## src/rtl/spi_feeder_pkg.sv

```systemverilog
// Shared constants for the SPI byte feeder: FIFO geometry, CS guard gap,
// D/C tag values and the sequencer state encoding.
package spi_feeder_pkg;

    localparam int DEPTH         = 16;
    localparam int ADDR_W        = 4;
    localparam int CS_GAP_CYCLES = 4;
    localparam int ENTRY_W       = 9;
    localparam int DC_BIT        = 8;

    localparam logic DC_CMD  = 1'b0;
    localparam logic DC_DATA = 1'b1;

    typedef enum logic [2:0] {
        ST_IDLE = 3'd0,
        ST_LOAD = 3'd1,
        ST_REQ  = 3'd2,
        ST_RUN  = 3'd3,
        ST_GAP  = 3'd4
    } state_t;

endpackage

```

## src/rtl/spi_byte_feeder_if.sv

```systemverilog
// Bus bundle between the CPU write side, the feeder and the SPI core.
// Handshakes: a push happens on a clock edge where wr_en=1 and fifo_full=0 (otherwise
// it is dropped); spiStart is held high until spiBusy=1 is sampled, and the byte is
// done when spiBusy returns to 0.
interface spi_byte_feeder_if #(parameter int ADDR_W = 4);

    logic              wr_en;
    logic [8:0]        wr_data;
    logic              flush;
    logic              fifo_full;
    logic              fifo_empty;
    logic [ADDR_W:0]   fifo_level;
    logic [7:0]        spiData;
    logic              spiDC;
    logic              spiCS;
    logic              spiStart;
    logic              spiBusy;

    modport slave (
        input  wr_en, wr_data, flush, spiBusy,
        output fifo_full, fifo_empty, fifo_level, spiData, spiDC, spiCS, spiStart
    );

    modport master (
        output wr_en, wr_data, flush, spiBusy,
        input  fifo_full, fifo_empty, fifo_level, spiData, spiDC, spiCS, spiStart
    );

endinterface

```

## src/rtl/spi_feeder_fifo.sv

```systemverilog
// DEPTH x WIDTH synchronous FIFO with full/empty/level and a synchronous flush
// that wins over push and pop. Head entry is visible on rd_data without a pop.
module spi_feeder_fifo #(
    parameter int DEPTH  = 16,
    parameter int ADDR_W = 4,
    parameter int WIDTH  = 9
) (
    input  logic              clk,
    input  logic              rst,
    input  logic              push,
    input  logic [WIDTH-1:0]  wr_data,
    input  logic              pop,
    input  logic              flush,
    output logic [WIDTH-1:0]  rd_data,
    output logic              full,
    output logic              empty,
    output logic [ADDR_W:0]   level
);

    logic [WIDTH-1:0]  mem [DEPTH];
    logic [ADDR_W-1:0] wr_ptr;
    logic [ADDR_W-1:0] rd_ptr;
    logic [ADDR_W:0]   count;
    logic              push_ok;
    logic              pop_ok;

    assign push_ok = push && !full && !flush;
    assign pop_ok  = pop && !empty && !flush;

    always_ff @(posedge clk) begin
        if (push_ok) begin
            mem[wr_ptr] <= wr_data;
        end
    end

    // Pointers wrap naturally at DEPTH; count carries the extra bit for full.
    always_ff @(posedge clk or posedge rst) begin
        if (rst) begin
            wr_ptr <= '0;
            rd_ptr <= '0;
            count  <= '0;
        end else if (flush) begin
            wr_ptr <= '0;
            rd_ptr <= '0;
            count  <= '0;
        end else begin
            if (push_ok) begin
                wr_ptr <= wr_ptr + 1'b1;
            end
            if (pop_ok) begin
                rd_ptr <= rd_ptr + 1'b1;
            end
            case ({push_ok, pop_ok})
                2'b10:   count <= count + 1'b1;
                2'b01:   count <= count - 1'b1;
                default: count <= count;
            endcase
        end
    end

    assign rd_data = mem[rd_ptr];
    assign full    = (count == (ADDR_W+1)'(DEPTH));
    assign empty   = (count == '0);
    assign level   = count;

endmodule

```

## src/rtl/spi_byte_feeder.sv

```systemverilog
// Feeds D/C-tagged bytes from a FIFO into the SPI core, keeping CS asserted across
// back-to-back bytes. Optional burst-complete pulse on irq when SPI_FEEDER_IRQ_EN is defined.
module spi_byte_feeder
    import spi_feeder_pkg::*;
#(
    parameter int P_DEPTH         = DEPTH,
    parameter int P_ADDR_W        = ADDR_W,
    parameter int P_CS_GAP_CYCLES = CS_GAP_CYCLES
) (
    input  logic                masterClk,
    input  logic                rst,
    spi_byte_feeder_if.slave    bus,
    output logic                seq_busy,
    output logic                irq,
    output state_t              dbg_state
);

    localparam int GAP_W = $clog2(P_CS_GAP_CYCLES) + 1;

    state_t               state;
    logic [GAP_W-1:0]     gap_cnt;
    logic [7:0]           spi_data;
    logic                 spi_dc;
    logic                 spi_cs;
    logic                 spi_start;
    logic [ENTRY_W-1:0]   head;
    logic                 head_avail;
    logic                 fifo_pop;
    logic                 burst_done;

    spi_feeder_fifo #(
        .DEPTH  (P_DEPTH),
        .ADDR_W (P_ADDR_W),
        .WIDTH  (ENTRY_W)
    ) u_fifo (
        .clk     (masterClk),
        .rst     (rst),
        .push    (bus.wr_en),
        .wr_data (bus.wr_data),
        .pop     (fifo_pop),
        .flush   (bus.flush),
        .rd_data (head),
        .full    (bus.fifo_full),
        .empty   (bus.fifo_empty),
        .level   (bus.fifo_level)
    );

    // A flush in the same cycle hides the head so the FSM never latches a dropped entry.
    assign head_avail = !bus.fifo_empty && !bus.flush;
    assign fifo_pop   = head_avail &&
                        ((state == ST_IDLE) || (state == ST_RUN && !bus.spiBusy));
    assign burst_done = (state == ST_RUN) && !bus.spiBusy && !head_avail;

    always_ff @(posedge masterClk or posedge rst) begin
        if (rst) begin
            state     <= ST_IDLE;
            gap_cnt   <= '0;
            spi_data  <= 8'h00;
            spi_dc    <= DC_CMD;
            spi_cs    <= 1'b0;
            spi_start <= 1'b0;
        end else begin
            case (state)
                ST_IDLE: begin
                    if (head_avail) begin
                        spi_data <= head[7:0];
                        spi_dc   <= head[DC_BIT];
                        state    <= ST_LOAD;
                    end
                end
                ST_LOAD: begin
                    spi_cs <= 1'b1;
                    state  <= ST_REQ;
                end
                ST_REQ: begin
                    if (bus.spiBusy) begin
                        spi_start <= 1'b0;
                        state     <= ST_RUN;
                    end else begin
                        spi_start <= 1'b1;
                    end
                end
                ST_RUN: begin
                    if (!bus.spiBusy) begin
                        if (head_avail) begin
                            spi_data <= head[7:0];
                            spi_dc   <= head[DC_BIT];
                            state    <= ST_REQ;
                        end else begin
                            spi_cs  <= 1'b0;
                            gap_cnt <= GAP_W'(P_CS_GAP_CYCLES - 1);
                            state   <= ST_GAP;
                        end
                    end
                end
                ST_GAP: begin
                    if (gap_cnt == '0) begin
                        state <= ST_IDLE;
                    end else begin
                        gap_cnt <= gap_cnt - 1'b1;
                    end
                end
                default: begin
                    state <= ST_IDLE;
                end
            endcase
        end
    end

`ifdef SPI_FEEDER_IRQ_EN
    logic irq_q;

    always_ff @(posedge masterClk or posedge rst) begin
        if (rst) begin
            irq_q <= 1'b0;
        end else begin
            irq_q <= burst_done;
        end
    end

    assign irq = irq_q;
`else
    logic unused_burst_done;
    assign unused_burst_done = burst_done;
    assign irq = 1'b0;
`endif

    assign bus.spiData  = spi_data;
    assign bus.spiDC    = spi_dc;
    assign bus.spiCS    = spi_cs;
    assign bus.spiStart = spi_start;
    assign seq_busy     = (state != ST_IDLE);
    assign dbg_state    = state;

endmodule
```

## src/flat_wrapper.sv

```systemverilog
// flat-port wrapper written by rule: the top's interface ports become plain ports
module spi_byte_feeder_flat import spi_feeder_pkg::*;
#(
    parameter int P_DEPTH         = DEPTH,
    parameter int P_ADDR_W        = ADDR_W,
    parameter int P_CS_GAP_CYCLES = CS_GAP_CYCLES
)
  (masterClk, rst, seq_busy, irq, dbg_state, bus_wr_en, bus_wr_data, bus_flush, bus_spiBusy, bus_fifo_full, bus_fifo_empty, bus_fifo_level, bus_spiData, bus_spiDC, bus_spiCS, bus_spiStart);
  spi_byte_feeder_if bus_i ();
  input  logic masterClk;
  input  logic rst;
  output logic seq_busy;
  output logic irq;
  output state_t dbg_state;
  input wire logic [$bits(bus_i.wr_en)-1:0] bus_wr_en;
  input wire logic [$bits(bus_i.wr_data)-1:0] bus_wr_data;
  input wire logic [$bits(bus_i.flush)-1:0] bus_flush;
  input wire logic [$bits(bus_i.spiBusy)-1:0] bus_spiBusy;
  output wire logic [$bits(bus_i.fifo_full)-1:0] bus_fifo_full;
  output wire logic [$bits(bus_i.fifo_empty)-1:0] bus_fifo_empty;
  output wire logic [$bits(bus_i.fifo_level)-1:0] bus_fifo_level;
  output wire logic [$bits(bus_i.spiData)-1:0] bus_spiData;
  output wire logic [$bits(bus_i.spiDC)-1:0] bus_spiDC;
  output wire logic [$bits(bus_i.spiCS)-1:0] bus_spiCS;
  output wire logic [$bits(bus_i.spiStart)-1:0] bus_spiStart;
  assign bus_i.wr_en = bus_wr_en;
  assign bus_i.wr_data = bus_wr_data;
  assign bus_i.flush = bus_flush;
  assign bus_i.spiBusy = bus_spiBusy;
  assign bus_fifo_full = bus_i.fifo_full;
  assign bus_fifo_empty = bus_i.fifo_empty;
  assign bus_fifo_level = bus_i.fifo_level;
  assign bus_spiData = bus_i.spiData;
  assign bus_spiDC = bus_i.spiDC;
  assign bus_spiCS = bus_i.spiCS;
  assign bus_spiStart = bus_i.spiStart;
  spi_byte_feeder #(.P_DEPTH(P_DEPTH), .P_ADDR_W(P_ADDR_W), .P_CS_GAP_CYCLES(P_CS_GAP_CYCLES)) u_core (.masterClk(masterClk), .rst(rst), .bus(bus_i), .seq_busy(seq_busy), .irq(irq), .dbg_state(dbg_state));
endmodule
```

## config.mk

```make
export PLATFORM = sky130hd
export DESIGN_NAME = spi_byte_feeder_flat
export DESIGN_NICKNAME = d
export VERILOG_FILES = /design/src/rtl/spi_feeder_pkg.sv /design/src/rtl/spi_byte_feeder_if.sv /design/src/rtl/spi_feeder_fifo.sv /design/src/rtl/spi_byte_feeder.sv /design/src/flat_wrapper.sv
export SDC_FILE = /design/constraint.sdc
export NUM_CORES = 1
export LEC_CHECK = 0
export CAP_MARGIN = 20
export CORE_MARGIN = 1.5
export CORE_UTILIZATION = 64
export CTS_CLUSTER_DIAMETER = 60
export DETAILED_ROUTE_END_ITERATION = 6
export PLACE_DENSITY = 0.88
export SKIP_CTS_REPAIR_TIMING = 1
export SLEW_MARGIN = 10
export SYNTH_ARGS = -nofsm -noshare
export SYNTH_HDL_FRONTEND = slang
export SYNTH_SLANG_ARGS = --single-unit
```

## constraint.sdc

```tcl
create_clock -name masterClk -period 7.7 [get_ports masterClk]
set_input_delay 1.155 -clock masterClk [delete_from_list [all_inputs] [get_ports masterClk]]
set_output_delay 1.155 -clock masterClk [all_outputs]
set_load 0.02 [all_outputs]
```

==> results of run 1 <==
-- per-layer routing --
metal	wire, um	global-route usage
met3	897	0.05750
met2	7490	0.4397
met5	0	0
met4	359	0.1234
met1	5844	0.3583
-- worst max-delay path, stage by stage --
cell and delay (ps):
clkdlybuf4s50_1 730, a21oi_4 400, and2_1 540, nand2_1 180, fa_1 440, nand2b_1 160
a21oi_1 270, nor4b_1 290, mux2i_1 120, o211ai_1 100
-- area by class of cell --
class,instances,area (sq um)
Clock buffer,17,425.4
Clock inverter,15,193.9
Fill cell,590,2599
Inverter,14,52.55
Multi-Input combinational cell,199,2073
Sequential cell,174,5076
Tap cell,140,175.2
Timing Repair Buffer,39,387.9
-- kinds of logic (layout without fill, tap and decap cells) --
kind of cell | after synthesis | after routing | synth area share
compound gates | 37 | 37 | 0.04964
mux | 54 | 54 | 0.1368
other cells | 1 | 1 | 0.0005130
simple gates | 89 | 89 | 0.06847
flops | 174 | 174 | 0.6943
xor+xnor | 7 | 7 | 0.008388
fa+ha+maj | 11 | 11 | 0.01986
buf+inv | 33 | 85 | 0.02208
-- flip-flops by register name, summed over array words and instances (netlist names) --
register / flops
u_core.u_fifo.mem: 144
u_core.bus.spiData: 8
u_core.u_fifo.level: 5
u_core.u_fifo.rd_ptr: 4
u_core.u_fifo.wr_ptr: 4
u_core.dbg_state: 3
u_core.gap_cnt: 3
u_core.bus.spiCS: 1
u_core.bus.spiDC: 1
u_core.bus.spiStart: 1
-- synthesized netlist by cell type (2+ instances only) --
cell / n
a2111oi_2: 9
a211oi_1: 10
a21oi_1: 5
and2_1: 12
and3_1: 2
buf_2: 7
buf_4: 5
clkbuf_1: 4
clkbuf_2: 2
dfrtp_1: 30
edfxtp_1: 144
ha_1: 10
inv_1: 13
mux2_1: 2
mux2_2: 2
mux2i_1: 13
mux4_2: 36
nand2_1: 10
nand2b_1: 2
nand3_1: 6
nand3b_1: 3
nor2_1: 27
nor2b_1: 11
nor4_1: 2
nor4b_1: 2
o2bb2ai_1: 2
or3_1: 2
xor2_1: 6
-- power by group through the flow --
stage | clock, uW | combinational [uW] | sequential (uW)
floorplan | 0 | 306 | 1200
global placement | 0 | 511 | 1160
detailed placement | 0 | 535 | 1170
CTS | 895 | 541 | 1150
global route | 939 | 580 | 1160
finish | 890 | 534 | 1150
-- layout by cell type (no fill, tap or decap), types with 2 or more instances in the layout --
cell type | Yosys | layout
mux4_2 | 36 | 36
ha_1 | 10 | 10
clkbuf_16 | 0 | 17
nand2_1 | 10 | 10
clkinv_1 | 0 | 3
nor4b_1 | 2 | 2
nand2b_1 | 2 | 2
and2_1 | 12 | 12
mux2i_1 | 13 | 13
nand3_1 | 6 | 6
a21oi_1 | 5 | 5
xor2_1 | 6 | 6
or3_1 | 2 | 2
clkinvlp_4 | 0 | 3
and3_1 | 2 | 2
buf_4 | 5 | 3
a211oi_1 | 10 | 10
clkdlybuf4s50_1 | 0 | 35
nor4_1 | 2 | 2
mux2_1 | 2 | 2
dfrtp_1 | 30 | 29
bufinv_16 | 0 | 4
nand3b_1 | 3 | 3
o2bb2ai_1 | 2 | 2
nor2b_1 | 11 | 11
a2111oi_2 | 9 | 9
clkinv_4 | 0 | 3
mux2_2 | 2 | 2
nor2_1 | 27 | 27
inv_1 | 13 | 13
edfxtp_1 | 144 | 144
-- path summary, 6_finish.rpt --
path                                            startpoint                                   to  slack (ps)
max reg2reg                u_core.dbg_state[0]$_DFFE_PP0P_   u_core.u_fifo.level[4]$_DFFE_PP0P_        4540
min reg2reg                  u_core.gap_cnt[1]$_DFFE_PP0P_        u_core.gap_cnt[1]$_DFFE_PP0P_         490
max in group asynchronous                              rst  u_core.u_fifo.rd_ptr[0]$_DFFE_PP0P_        5990
max                                              bus_flush   u_core.u_fifo.level[4]$_DFFE_PP0P_        3640
min                          u_core.gap_cnt[1]$_DFFE_PP0P_        u_core.gap_cnt[1]$_DFFE_PP0P_         490
min in group asynchronous                              rst  u_core.u_fifo.rd_ptr[2]$_DFFE_PP0P_        1150
-- metrics by stage --
stage / instance area (sq um) / setup slack [ps] / util
after detailed placement: 7765 / 3280 / 0.7070
after global placement: 7750 / 3497 / 0.7056
final: 8384 / 3642 / 0.7634
after CTS: 8384 / 3689 / 0.7634
after global routing: 8384 / 3365 / 0.7634
after floorplan: 7310 / 4381 / -
==> results.sh, run 1 <==
export IMPL_die_x_um=109.9
export IMPL_syn_inst=406
export IMPL_hold_slack_ps=492.8
export IMPL_drc=0
export IMPL_p_int_uw=1870
export IMPL_hpwl_um=9007
export IMPL_status="finished clean"
export IMPL_powerDensity_nw_per_um2=307.1
export IMPL_ys_warn_count=0
export IMPL_ir_drop_v=0.0002331
export IMPL_synth_ff_type="edfxtp_1"
export IMPL_maxCapViolCount=0
export IMPL_crit_path_start_kind="input pin"
export IMPL_min_delay_path_depth=1
export IMPL_start_util=0.6655
export IMPL_avgSynthCellArea_sq_um=18.00
export IMPL_crit_required_ps=8050
export IMPL_cts_tree="done"
export IMPL_fin_setup_tns_ps=0
export IMPL_clock_fmax_mhz=246.4
export IMPL_grt_pass1_vias=3987
export IMPL_wirelength_um=14590
export IMPL_power_frac_clock=0.346
export IMPL_routabilityCongestion=0.8320
export IMPL_seq_area_frac_synth=0.6943
export IMPL_finalSetupViolations=0
export IMPL_grt_ovfl_total=0
export IMPL_min_period_ps=4058
export IMPL_p_sw_frac=0.2740
export IMPL_core_sq_um=10980
export IMPL_h_tree_depth=4
export IMPL_drt_iter0_drc=376
export IMPL_cts_root_buf="clkbuf_16"
export IMPL_dp_cells=566
export IMPL_p_comb_frac=0.208
export IMPL_grt_pass1_wl_um=22400
export IMPL_path_clk_slew_ps=70
export IMPL_wire_per_inst_um=24.40
export IMPL_synth_nets=431
export IMPL_worst_hold_path_type="flop to flop"
export IMPL_drive_gt1_frac=0.2074
export IMPL_antenna_found_initial=0
export IMPL_worst_pin_slew_ps=1001
export IMPL_p_seq_frac=0.447
export IMPL_dieArea_sq_um=12070
export IMPL_relSlewSlack=0.3301
export IMPL_io_pins=37
export IMPL_leakage_uw=0.002822
export IMPL_synth_largest_area_cell="edfxtp_1"
export IMPL_crit_path_end_kind="flop"
export IMPL_die_h_um=109.9
export IMPL_yosys_register_bits=174
export IMPL_grt_usage=0.2716
export IMPL_power_uw=2575
export IMPL_yosys_top_cells_area="edfxtp_1, mux4_2, dfrtp_1"
export IMPL_synthArstFlopShare=0.1724
export IMPL_clock_latency_ps=430
export IMPL_portBuffers=35
export IMPL_finalHoldViolations=0
export IMPL_synth_top_area_share=0.5916
export IMPL_synth_edf_count=144
export IMPL_cts_sinks=174
export IMPL_ant_nets=0
export IMPL_path_class="input pin to flop"
export IMPL_numCtsBuffers=17
export IMPL_grt_max_degree=39
export IMPL_drv_slew=0
export IMPL_syn_area_sq_um=7310
export IMPL_ff2ff_path_depth=10
export IMPL_firstDrtPassIters=5
export IMPL_critPathArrivalTime_ps=4410
export IMPL_fp_row_count=38
export IMPL_finalNetCount=470
export IMPL_final_cells=598
export IMPL_num_vias=3892
export IMPL_routed_via_density=6.508
export IMPL_fin_crit_sh=0.5271
export IMPL_fin_worst_skew_ps=9.811
export IMPL_num_antenna_cells=0
export IMPL_clock_path_buffers=2
export IMPL_ys_types=55
export IMPL_crit_fanout=16
export IMPL_syn_to_final_growth_pct=14.70
export IMPL_netSwitchingPower_uw=705.4
export IMPL_rsz0062_at_grt="false"
Note: power is estimated with default switching activity, not from simulation.
==> run 2: changes to the inputs <==
--- a/config.mk
+++ b/config.mk
@@ -7,10 +7,10 @@
 export LEC_CHECK = 0
 export CAP_MARGIN = 20
 export CORE_MARGIN = 1.5
-export CORE_UTILIZATION = 64
+export CORE_UTILIZATION = 54
 export CTS_CLUSTER_DIAMETER = 60
 export DETAILED_ROUTE_END_ITERATION = 6
-export PLACE_DENSITY = 0.88
+export PLACE_DENSITY = 0.8
 export SKIP_CTS_REPAIR_TIMING = 1
 export SLEW_MARGIN = 10
 export SYNTH_ARGS = -nofsm -noshare
==> constraint.sdc (replaced) <==
create_clock -name masterClk -period 3.3 [get_ports masterClk]
set_input_delay 0.495 -clock masterClk [delete_from_list [all_inputs] [get_ports masterClk]]
set_output_delay 0.495 -clock masterClk [all_outputs]
set_load 0.02 [all_outputs]
==> run 2 against run 1 <==
Against the previous run:
- via count down 2.7%
- total power up 130%
- cell count is 8.2% higher
- routed wire length shrank 0.70%
- global-route usage down 5.0 points
- setup slack worse by 3200 ps
- sequential share of layout area shrank 0.90 points
- sequential power rose by 130%
- largest cell class unchanged
==> results.sh, run 2 (same netlist as run 1, synthesis figures left out) <==
export IMPL_status="finished clean"
export IMPL_numCtsBuffers=17
export IMPL_firstDrtPassIters=5
export IMPL_final_common_cell="edfxtp_1"
export IMPL_fin_crit_sh=0.8687
export IMPL_finalHoldViolations=0
export IMPL_ant_nets=0
export IMPL_clock_latency_ps=430
export IMPL_hold_slack_ps=460.6
export IMPL_maxCapViolCount=0
export IMPL_multiInputGateArea_sq_um=2073
export IMPL_worst_hold_path_type="input pin to asynchronous set/reset pin"
export IMPL_clock_fmax_mhz=348.8
export IMPL_grt_pass1_vias=3947
export IMPL_relSlewSlack=0.4455
export IMPL_rsz0062_at_grt="false"
export IMPL_crit_fanout=7
export IMPL_grt_max_degree=39
export IMPL_fillers=901
export IMPL_num_antenna_cells=0
export IMPL_finalNetCount=483
export IMPL_path_clk_slew_ps=70
export IMPL_crit_path_end_kind="flop"
export IMPL_min_period_ps=2867
export IMPL_fin_ws_ps=433.1
export IMPL_cpPeakStageDelay_ps=590
export IMPL_routabilityCongestion=0.8481
export IMPL_crit_required_ps=3660
export IMPL_grt_usage=0.2214
export IMPL_cts_tree="done"
export IMPL_critical_path_slowest_cell="or4_4"
export IMPL_regMostFlops="u_core.u_fifo.mem"
export IMPL_path_cells="or4_4 > o21ai_4 > nand2_1 > fa_1 > nand2b_1 > a21oi_1 > nor4b_1 > mux2i_1 > o211ai_1"
export IMPL_final_cell_mix="edfxtp_1, mux4_2, clkdlybuf4s50_1"
export IMPL_largest_register_ff_count=144
export IMPL_io_pins=37
export IMPL_die_x_um=119.3
export IMPL_fin_setup_tns_ps=0
export IMPL_fp_row_count=42
export IMPL_num_vias=3788
export IMPL_h_tree_depth=4
export IMPL_final_cells=647
export IMPL_leakage_uw=0.002889
export IMPL_wire_per_inst_um=22.40
export IMPL_start_util=0.5520
export IMPL_final_seq_area_sq_um=5076
export IMPL_grt_ovfl_total=0
export IMPL_dp_slack_ps=259.9
export IMPL_worst_pin_slew_ps=831.8
export IMPL_dieArea_sq_um=14240
export IMPL_crit_path_start_kind="flop"
export IMPL_hpwl_um=9242
export IMPL_drc=0
export IMPL_cts_sinks=174
export IMPL_powerDensity_nw_per_um2=704.9
export IMPL_fin_worst_skew_ps=7.377
export IMPL_ir_drop_v=0.0005916
export IMPL_drive_gt1_frac=0.2314
export IMPL_portBuffers=35
export IMPL_grt_pass1_wl_um=22550
export IMPL_finalSetupViolations=0
export IMPL_routed_via_density=5.855
export IMPL_clock_path_buffers=2
export IMPL_antenna_found_initial=0
export IMPL_drt_iter0_drc=293
export IMPL_critPathArrivalTime_ps=3220
export IMPL_syn_to_final_growth_pct=16.43
export IMPL_path_class="flop to flop"
export IMPL_drv_slew=0
export IMPL_wirelength_um=14490
export IMPL_die_h_um=119.3
export IMPL_core_sq_um=13240
export IMPL_dp_cells=615
export IMPL_cts_root_buf="clkbuf_16"
-- run 2: critical path, delay by kind of cell (launching register included) --
kind,cells,cell delay [ps]
DFF,1,450
muxes,1,130
adders and majority gates,1,410
and+or+nand+nor,4,1170
AOI/OAI and AO/OA,3,620
-- run 2: final timing paths --
path	cells after the start	end	startpoint	slack (ps)
max	9	u_core.u_fifo.level[4]$_DFFE_PP0P_	u_core.u_fifo.level[0]$_DFFE_PP0P_	430
min	2	u_core.dbg_state[1]$_DFFE_PP0P_	rst	460
max reg2reg	9	u_core.u_fifo.level[4]$_DFFE_PP0P_	u_core.u_fifo.level[0]$_DFFE_PP0P_	430
min reg2reg	1	u_core.gap_cnt[1]$_DFFE_PP0P_	u_core.gap_cnt[1]$_DFFE_PP0P_	500
max in group asynchronous	3	u_core.u_fifo.rd_ptr[2]$_DFFE_PP0P_	rst	2180
min in group masterClk	1	u_core.gap_cnt[1]$_DFFE_PP0P_	u_core.gap_cnt[1]$_DFFE_PP0P_	500
-- run 2: report_power, final --
group / switching, uW / internal, uW
Clock: 850 / 1200
Sequential: 172 / 2530
Combinational: 656 / 588
Total: 1680 / 4320
-- run 2: layout make-up --
cell class	count	share of cell area
clock inverter	15	0.02176
multi-input combinational	199	0.2436
timing repair buffer	52	0.05616
clock buffer	17	0.04999
inverter	14	0.006175
tap	176	0.02587
sequential	174	0.5964
-- run 2: metrics by stage --
stage	power, uW	util	instance area (sq um)
after floorplan	3516	-	7310
after global placement	3945	0.5966	7900
after detailed placement	4002	0.5966	7900
after CTS	6032	0.6427	8511
after global routing	6229	0.6427	8511
final	5999	0.6427	8511
-- run 2: layer usage --
layer  vias to the layer above  GRT usage  share of wire
met1                      1948     0.2935           0.42
met2                       123     0.3569           0.50
met5                         -          0              0
li1                       1693          -              -
met4                         0    0.07961          0.022
met3                        24    0.06034          0.060
